--- src/rtl/sector_hexdump_if.sv ---
// ---------------------------------------------------------------------------
// sector_hexdump_if
//   Bundles the sector-capture write strobe, the character request/grant
//   handshake and the status flags of sector_hexdump.
//
//   Capture side : inreq (strobe), inaddr[8:0] (byte index), inbyte[7:0]
//   Output side  : oreq (character valid), ogrant (accepted), odata[7:0]
//   Status       : busy (dump running), done (end pulse), overrun (sticky)
//
//   slave  : view of the formatter (consumes capture writes and grants)
//   master : view of the environment (drives writes and grants)
// ---------------------------------------------------------------------------
interface sector_hexdump_if;
  logic       inreq;
  logic [8:0] inaddr;
  logic [7:0] inbyte;
  logic       oreq;
  logic       ogrant;
  logic [7:0] odata;
  logic       busy;
  logic       done;
  logic       overrun;

  modport slave (
    input  inreq, inaddr, inbyte, ogrant,
    output oreq, odata, busy, done, overrun
  );

  modport master (
    output inreq, inaddr, inbyte, ogrant,
    input  oreq, odata, busy, done, overrun
  );
endinterface

--- src/rtl/sector_hexdump.sv ---
// ---------------------------------------------------------------------------
// sector_hexdump
//   Captures one 512-byte sector written by address and, once byte 511 is
//   written, emits it as ASCII hex text: "HL " per byte and CR LF after every
//   LINE_BYTES bytes. Characters leave through a request/grant handshake so
//   the downstream UART FIFO can stall the dump.
//
//   Parameters
//     LINE_BYTES : bytes per text line (power of two, 1..512)
//     UPPERCASE  : 1 -> 'A'..'F', 0 -> 'a'..'f'
//
//   Ports
//     clk    : system clock
//     rst_n  : asynchronous active-low reset
//     bus    : sector_hexdump_if.slave (capture writes, character
//              handshake, busy/done/overrun status)
// ---------------------------------------------------------------------------
module sector_hexdump #(
  parameter int unsigned LINE_BYTES = 16,
  parameter bit          UPPERCASE  = 1'b1
) (
  input  logic                    clk,
  input  logic                    rst_n,
  sector_hexdump_if.slave         bus
);

  typedef enum logic [2:0] {
    ST_IDLE  = 3'd0,
    ST_FETCH = 3'd1,
    ST_HI    = 3'd2,
    ST_LO    = 3'd3,
    ST_SEP   = 3'd4,
    ST_CR    = 3'd5,
    ST_LF    = 3'd6
  } state_e;

  // Low idx bits that select the position within a line. For LINE_BYTES=1
  // the mask is zero, so every byte ends a line.
  localparam logic [8:0] LINE_MASK = 9'(LINE_BYTES - 1);

  localparam logic [7:0] CH_SPACE = 8'h20;
  localparam logic [7:0] CH_CR    = 8'h0D;
  localparam logic [7:0] CH_LF    = 8'h0A;

  // One nibble to its ASCII hex digit.
  function automatic logic [7:0] hex_char(input logic [3:0] nib);
    logic [7:0] alpha_base;
    alpha_base = UPPERCASE ? 8'h41 : 8'h61;
    if (nib < 4'd10) begin
      hex_char = 8'h30 + {4'h0, nib};
    end else begin
      hex_char = alpha_base + {4'h0, nib} - 8'd10;
    end
  endfunction

  state_e     state_q,   state_d;
  logic [8:0] idx_q,     idx_d;
  logic       oreq_q,    oreq_d;
  logic [7:0] odata_q,   odata_d;
  logic       busy_q,    busy_d;
  logic       done_q,    done_d;
  logic       overrun_q, overrun_d;

  logic [7:0] mem_q [512];
  logic [7:0] rd_data_q;
  logic       wr_en_s;
  logic [8:0] rd_addr_s;
  logic       line_end_s;

  // The read is launched with the next index, so rd_data_q already holds
  // buffer[idx] during FETCH and the first digit can be registered out of
  // FETCH. The buffer is only written in IDLE, so rd_data_q stays valid for
  // the HI and LO characters of the same byte.
  assign rd_addr_s  = idx_d;
  assign line_end_s = ((idx_q & LINE_MASK) == LINE_MASK);

  // Sector buffer: write port plus registered read port, no reset.
  always_ff @(posedge clk) begin
    if (wr_en_s) begin
      mem_q[bus.inaddr] <= bus.inbyte;
    end
    rd_data_q <= mem_q[rd_addr_s];
  end

  // Next-state, next-output and write-enable decode.
  always_comb begin
    state_d   = state_q;
    idx_d     = idx_q;
    oreq_d    = oreq_q;
    odata_d   = odata_q;
    busy_d    = busy_q;
    done_d    = 1'b0;
    overrun_d = overrun_q | (bus.inreq & busy_q);
    wr_en_s   = 1'b0;

    case (state_q)
      ST_IDLE: begin
        oreq_d = 1'b0;
        busy_d = 1'b0;
        if (bus.inreq) begin
          wr_en_s = 1'b1;
          if (bus.inaddr == 9'd511) begin
            state_d = ST_FETCH;
            idx_d   = 9'd0;
            busy_d  = 1'b1;
          end else begin
            state_d = ST_IDLE;
          end
        end else begin
          wr_en_s = 1'b0;
        end
      end

      ST_FETCH: begin
        state_d = ST_HI;
        oreq_d  = 1'b1;
        odata_d = hex_char(rd_data_q[7:4]);
      end

      ST_HI: begin
        if (bus.ogrant) begin
          state_d = ST_LO;
          odata_d = hex_char(rd_data_q[3:0]);
        end else begin
          state_d = ST_HI;
        end
      end

      ST_LO: begin
        if (bus.ogrant) begin
          state_d = ST_SEP;
          odata_d = CH_SPACE;
        end else begin
          state_d = ST_LO;
        end
      end

      ST_SEP: begin
        if (bus.ogrant) begin
          if (line_end_s) begin
            state_d = ST_CR;
            odata_d = CH_CR;
          end else begin
            state_d = ST_FETCH;
            idx_d   = idx_q + 9'd1;
            oreq_d  = 1'b0;
          end
        end else begin
          state_d = ST_SEP;
        end
      end

      ST_CR: begin
        if (bus.ogrant) begin
          state_d = ST_LF;
          odata_d = CH_LF;
        end else begin
          state_d = ST_CR;
        end
      end

      ST_LF: begin
        if (bus.ogrant) begin
          oreq_d = 1'b0;
          // End test before increment: idx never wraps inside a dump.
          if (idx_q == 9'd511) begin
            state_d = ST_IDLE;
            busy_d  = 1'b0;
            done_d  = 1'b1;
          end else begin
            state_d = ST_FETCH;
            idx_d   = idx_q + 9'd1;
          end
        end else begin
          state_d = ST_LF;
        end
      end

      default: begin
        state_d = ST_IDLE;
        idx_d   = 9'd0;
        oreq_d  = 1'b0;
        busy_d  = 1'b0;
      end
    endcase
  end

  // Formatter state and registered outputs.
  always_ff @(posedge clk or negedge rst_n) begin
    if (!rst_n) begin
      state_q   <= ST_IDLE;
      idx_q     <= 9'd0;
      oreq_q    <= 1'b0;
      odata_q   <= 8'h00;
      busy_q    <= 1'b0;
      done_q    <= 1'b0;
      overrun_q <= 1'b0;
    end else begin
      state_q   <= state_d;
      idx_q     <= idx_d;
      oreq_q    <= oreq_d;
      odata_q   <= odata_d;
      busy_q    <= busy_d;
      done_q    <= done_d;
      overrun_q <= overrun_d;
    end
  end

  assign bus.oreq    = oreq_q;
  assign bus.odata   = odata_q;
  assign bus.busy    = busy_q;
  assign bus.done    = done_q;
  assign bus.overrun = overrun_q;

endmodule

--- src/flat_wrapper.sv ---
// flat-port wrapper written by rule: the top's interface ports become plain ports
module sector_hexdump_flat 
#(
  parameter int unsigned LINE_BYTES = 16,
  parameter bit          UPPERCASE  = 1'b1
)
  (clk, rst_n, bus_inreq, bus_inaddr, bus_inbyte, bus_ogrant, bus_oreq, bus_odata, bus_busy, bus_done, bus_overrun);
  sector_hexdump_if bus_i ();
  input  logic clk;
  input  logic rst_n;
  input wire logic [$bits(bus_i.inreq)-1:0] bus_inreq;
  input wire logic [$bits(bus_i.inaddr)-1:0] bus_inaddr;
  input wire logic [$bits(bus_i.inbyte)-1:0] bus_inbyte;
  input wire logic [$bits(bus_i.ogrant)-1:0] bus_ogrant;
  output wire logic [$bits(bus_i.oreq)-1:0] bus_oreq;
  output wire logic [$bits(bus_i.odata)-1:0] bus_odata;
  output wire logic [$bits(bus_i.busy)-1:0] bus_busy;
  output wire logic [$bits(bus_i.done)-1:0] bus_done;
  output wire logic [$bits(bus_i.overrun)-1:0] bus_overrun;
  assign bus_i.inreq = bus_inreq;
  assign bus_i.inaddr = bus_inaddr;
  assign bus_i.inbyte = bus_inbyte;
  assign bus_i.ogrant = bus_ogrant;
  assign bus_oreq = bus_i.oreq;
  assign bus_odata = bus_i.odata;
  assign bus_busy = bus_i.busy;
  assign bus_done = bus_i.done;
  assign bus_overrun = bus_i.overrun;
  sector_hexdump #(.LINE_BYTES(LINE_BYTES), .UPPERCASE(UPPERCASE)) u_core (.clk(clk), .rst_n(rst_n), .bus(bus_i));
endmodule
--- config.mk ---
export PLATFORM = sky130hd
export DESIGN_NAME = sector_hexdump_flat
export DESIGN_NICKNAME = d
export VERILOG_FILES = /design/src/rtl/sector_hexdump_if.sv /design/src/rtl/sector_hexdump.sv /design/src/flat_wrapper.sv
export SDC_FILE = /design/constraint.sdc
export NUM_CORES = 2
export LEC_CHECK = 0
export CAP_MARGIN = 10
export CORE_ASPECT_RATIO = 2
export CORE_UTILIZATION = 36
export CTS_BUF_LIST = sky130_fd_sc_hd__clkbuf_16
export CTS_CLUSTER_SIZE = 25
export DETAILED_ROUTE_END_ITERATION = 10
export DONT_BUFFER_PORTS = 1
export GPL_TIMING_DRIVEN = 1
export SLEW_MARGIN = 20
export SYNTH_ARGS = -nofsm -noshare
export SYNTH_HDL_FRONTEND = slang
export SYNTH_SLANG_ARGS = --single-unit
--- constraint.sdc ---
create_clock -name clk -period 6.8 [get_ports clk]
set_input_delay 1.36 -clock clk [delete_from_list [all_inputs] [get_ports clk]]
set_output_delay 1.36 -clock clk [all_outputs]
set_load 0.02 [all_outputs]
==> flow_summary.ini <==
[power_and_ir_drop]
switching_share_pct = 32.8
pwr-share-comb_pct = 25.0
p_switching_mw = 21.0
vdd_ir_drop_max_mv = 0.355
leakagePower_nw = 58.0
seqPwrFrac_pct = 44.1
power_density_nw_per_um2 = 349
power.share.clock_pct = 31.0
p_int_mw = 43.1

[logic_synthesis]
synthArstFlopShare_pct = 0.557
synth_warnings = 0
yosys-top-cells-area = edfxtp_1, nand2_1, mux2i_1
yosys_most_used_dff = edfxtp_1
avgSynthCellArea_sq_um = 13.9
synthesis.area_sq_um = 163000
synth_top_area_cell = edfxtp_1
ys_seq_area_share_pct = 75.8
syn_inst = 11800
synth.distinct_cells = 85
synth_edf_count = 4096
synth-seq-cells = 4127
syn_nets = 11800
yosys.area.top_type_share_pct = 75.3

[placed_design]
numPortBuffers = 0
placed_cell_area_sq_um = 172000
routabilityCongestion = 0.921
dp.final_hpwl_um = 351000

[final_layout]
multi_input_area_sq_um = 36400
num-fill-cells = 41100
area_growth_pct = 12.5
regArea_sq_um = 124000
drive_gt1_share_pct = 8.47
stdcell_area_sq_um = 184000
finalNetCount = 11800
final_util_pct = 40.7

[floorplanning]
fp.dieW_um = 478
die_area_sq_um = 457000
placementRows = 349
core_sq_um = 452000
ios = 33
start_util_pct = 36.2
die_h_um = 955

[route]
first_pass_iters = 11
route.vias.total = 104000
ant_nets = 0
drt_iter0_drc = 13400
drcViolationCount = 17
wl_um = 565000
via_per_inst = 5.78
routedWlPerCell_um = 31.3

[critical_path]
cp_max_fo = 49
crit_type = reg -> reg
endpoint_kind = flop
worst_ep_required_time_ns = 7.65
critPathLaunchType = flop
worst_ep_arrival_time_ns = 7.53

[clock_tree]
clk_path_buf_depth = 4
postCtsHoldBufs = 0
cts_max_level = 5
cts_root_buf = clkbuf_16
numCtsBuffers = 343
cts.sinks = 4127
insertion_delay_ns = 0.97
cts_tree = yes
clkSlewWorstSetupHoldPaths_ns = 0.07

[sta]
tightest_slew_ns = 1.32
fin_hold_ws_ns = 0.100
relSlewSlack_pct = 12.0
rsz0062_at_grt = false
post-route-min-period_ns = 6.68
hold_violations = 0
setup_viol = 0
fin_crit_sh_pct = 98.2
slew_viol_final = 0
clock_skew_ns = 0.0813
timing.fmax_ghz = 0.150

[outcome]
status = finished, violations left
violations = design-rule violations

[global_routing]
antenna_found_initial = 41
overflow = 0
grt.total_usage_pct = 24.0
grt_max_degree = 513
grt_first_pass_wirelength_um = 779000
grt_pass1_vias = 101000

[job]
cap_violations = 0

[min_path]
hp-class = in -> async
-- cells in the mapped netlist, types with 125 or more instances --
cell type	number
nor2_1	582
a31oi_1	270
a21oi_1	161
buf_1	125
mux2i_1	484
nand3_1	914
and3_1	171
a32oi_1	309
nand4_1	209
edfxtp_1	4096
buf_2	293
clkbuf_1	348
nand2_1	2978
-- sequential cells by signal, indices dropped and copies added (netlist names), 3 cells and up --
| register | flops |
|---|---|
| u_core.idx_q | 9 |
| u_core.mem_q | 4096 |
| u_core.rd_data_q | 8 |
| u_core.bus.odata | 7 |
| u_core.state_q | 3 |
-- worst max-delay path, stage by stage (launching register included) --
cell and delay [ns]:
dfrtp_1 0.50, ha_1 0.29, nand3_1 0.15, nor4_1 0.40, ha_1 0.34, nand2b_1 0.24
o32ai_1 0.12, buf_4 0.18, a22o_2 0.24, nor2_4 0.21, buf_12 0.25, buf_12 0.29
buf_4 0.53, and3_1 0.25, a311oi_1 0.05, o21ai_0 0.78, o311ai_0 0.30, nand3_1 0.58
o211ai_1 0.21, buf_4 0.18, or4_1 0.39
-- power by group through the flow --
stage,logic [mW],registers (mW),clock network (mW)
after detailed placement,15.6,28.8,0
after global routing,16.5,28.3,20.8
after floorplan,8.46,28.7,0
after global placement,15.3,28.8,0
final,16.0,28.3,19.9
after CTS,15.6,28.3,20.0
-- cell usage in the layout, fill, tap and decap left out, types with 109 or more instances in the layout --
cell	instances
a311oi_1	111
a21oi_1	159
nor2_1	566
nand4_1	209
and3_1	171
nand3_1	910
clkbuf_16	351
o21ai_0	109
a31oi_1	265
buf_4	318
edfxtp_1	4096
nand2_1	2960
mux2i_1	484
a32oi_1	309
-- path summary, 6_finish.rpt --
check | slack, ns | end | from | cells past startpoint
max | 0.12 | u_core.rd_data_q[2] | u_core.idx_q[1] | 20
min | 0.10 | u_core.state_q[1] | rst_n | 0
max reg2reg | 0.12 | u_core.rd_data_q[2] | u_core.idx_q[1] | 20
min reg2reg | 0.65 | u_core.bus.overrun | u_core.bus.overrun | 1
max in group asynchronous | 6.61 | u_core.idx_q[4] | rst_n | 0
min in group clk | 0.53 | u_core.mem_q[119][1] | bus_inbyte[1] | 0
-- metrics by stage --
stage | instances | setup WS [ns] | total power [mW] | TNS, ns
finish | 18000 | 0.120 | 64.1 | 0
CTS | 18000 | 0.110 | 63.9 | 0
floorplan | 11800 | 2.19 | 37.1 | 0
global route | 18000 | 0.109 | 65.6 | 0
detailed placement | 17400 | 0.0188 | 44.4 | 0
global placement | 17300 | -0.0268 | 44.1 | -0.0268
-- timing repair --
action	in CTS	in global routing
buffers inserted	0	3
endpoints found under the setup margin	1	5
pin swaps	0	1
resized for setup	1	1
endpoints found under the hold margin	0	0
-- area by class of cell --
class | count | area share, %
Timing Repair Buffer | 443 | 2.75
Multi-Input combinational cell | 6811 | 19.8
Inverter | 25 | 0.0694
Antenna cell | 40 | 0.0545
Clock buffer | 351 | 4.78
Tap cell | 5967 | 4.06
Clock inverter | 259 | 1.13
Sequential cell | 4127 | 67.3
-- logic make-up (layout without fill, tap and decap cells) --
family	count (synthesis)	after routing	synth area share, %
compound gates	1332	1332	5.93
xor+xnor	2	2	0.0107
fa+ha+maj	6	6	0.0460
buf+inv	839	1078	2.27
flops	4127	4127	75.8
mux	490	490	3.04
other cells	1	41	0.00230
simple gates	4980	4980	12.9
-- routing by layer --
layer | global-route usage, % | share of wire (%) | vias to the layer above
li1 | - | - | 44200
met1 | 25.6 | 33 | 53100
met2 | 41.4 | 50 | 5312
met3 | 3.66 | 7.3 | 1444
met4 | 20.9 | 9.8 | 6
met5 | 0 | 0.0067 | -
Power figures use the tool's default switching activity.
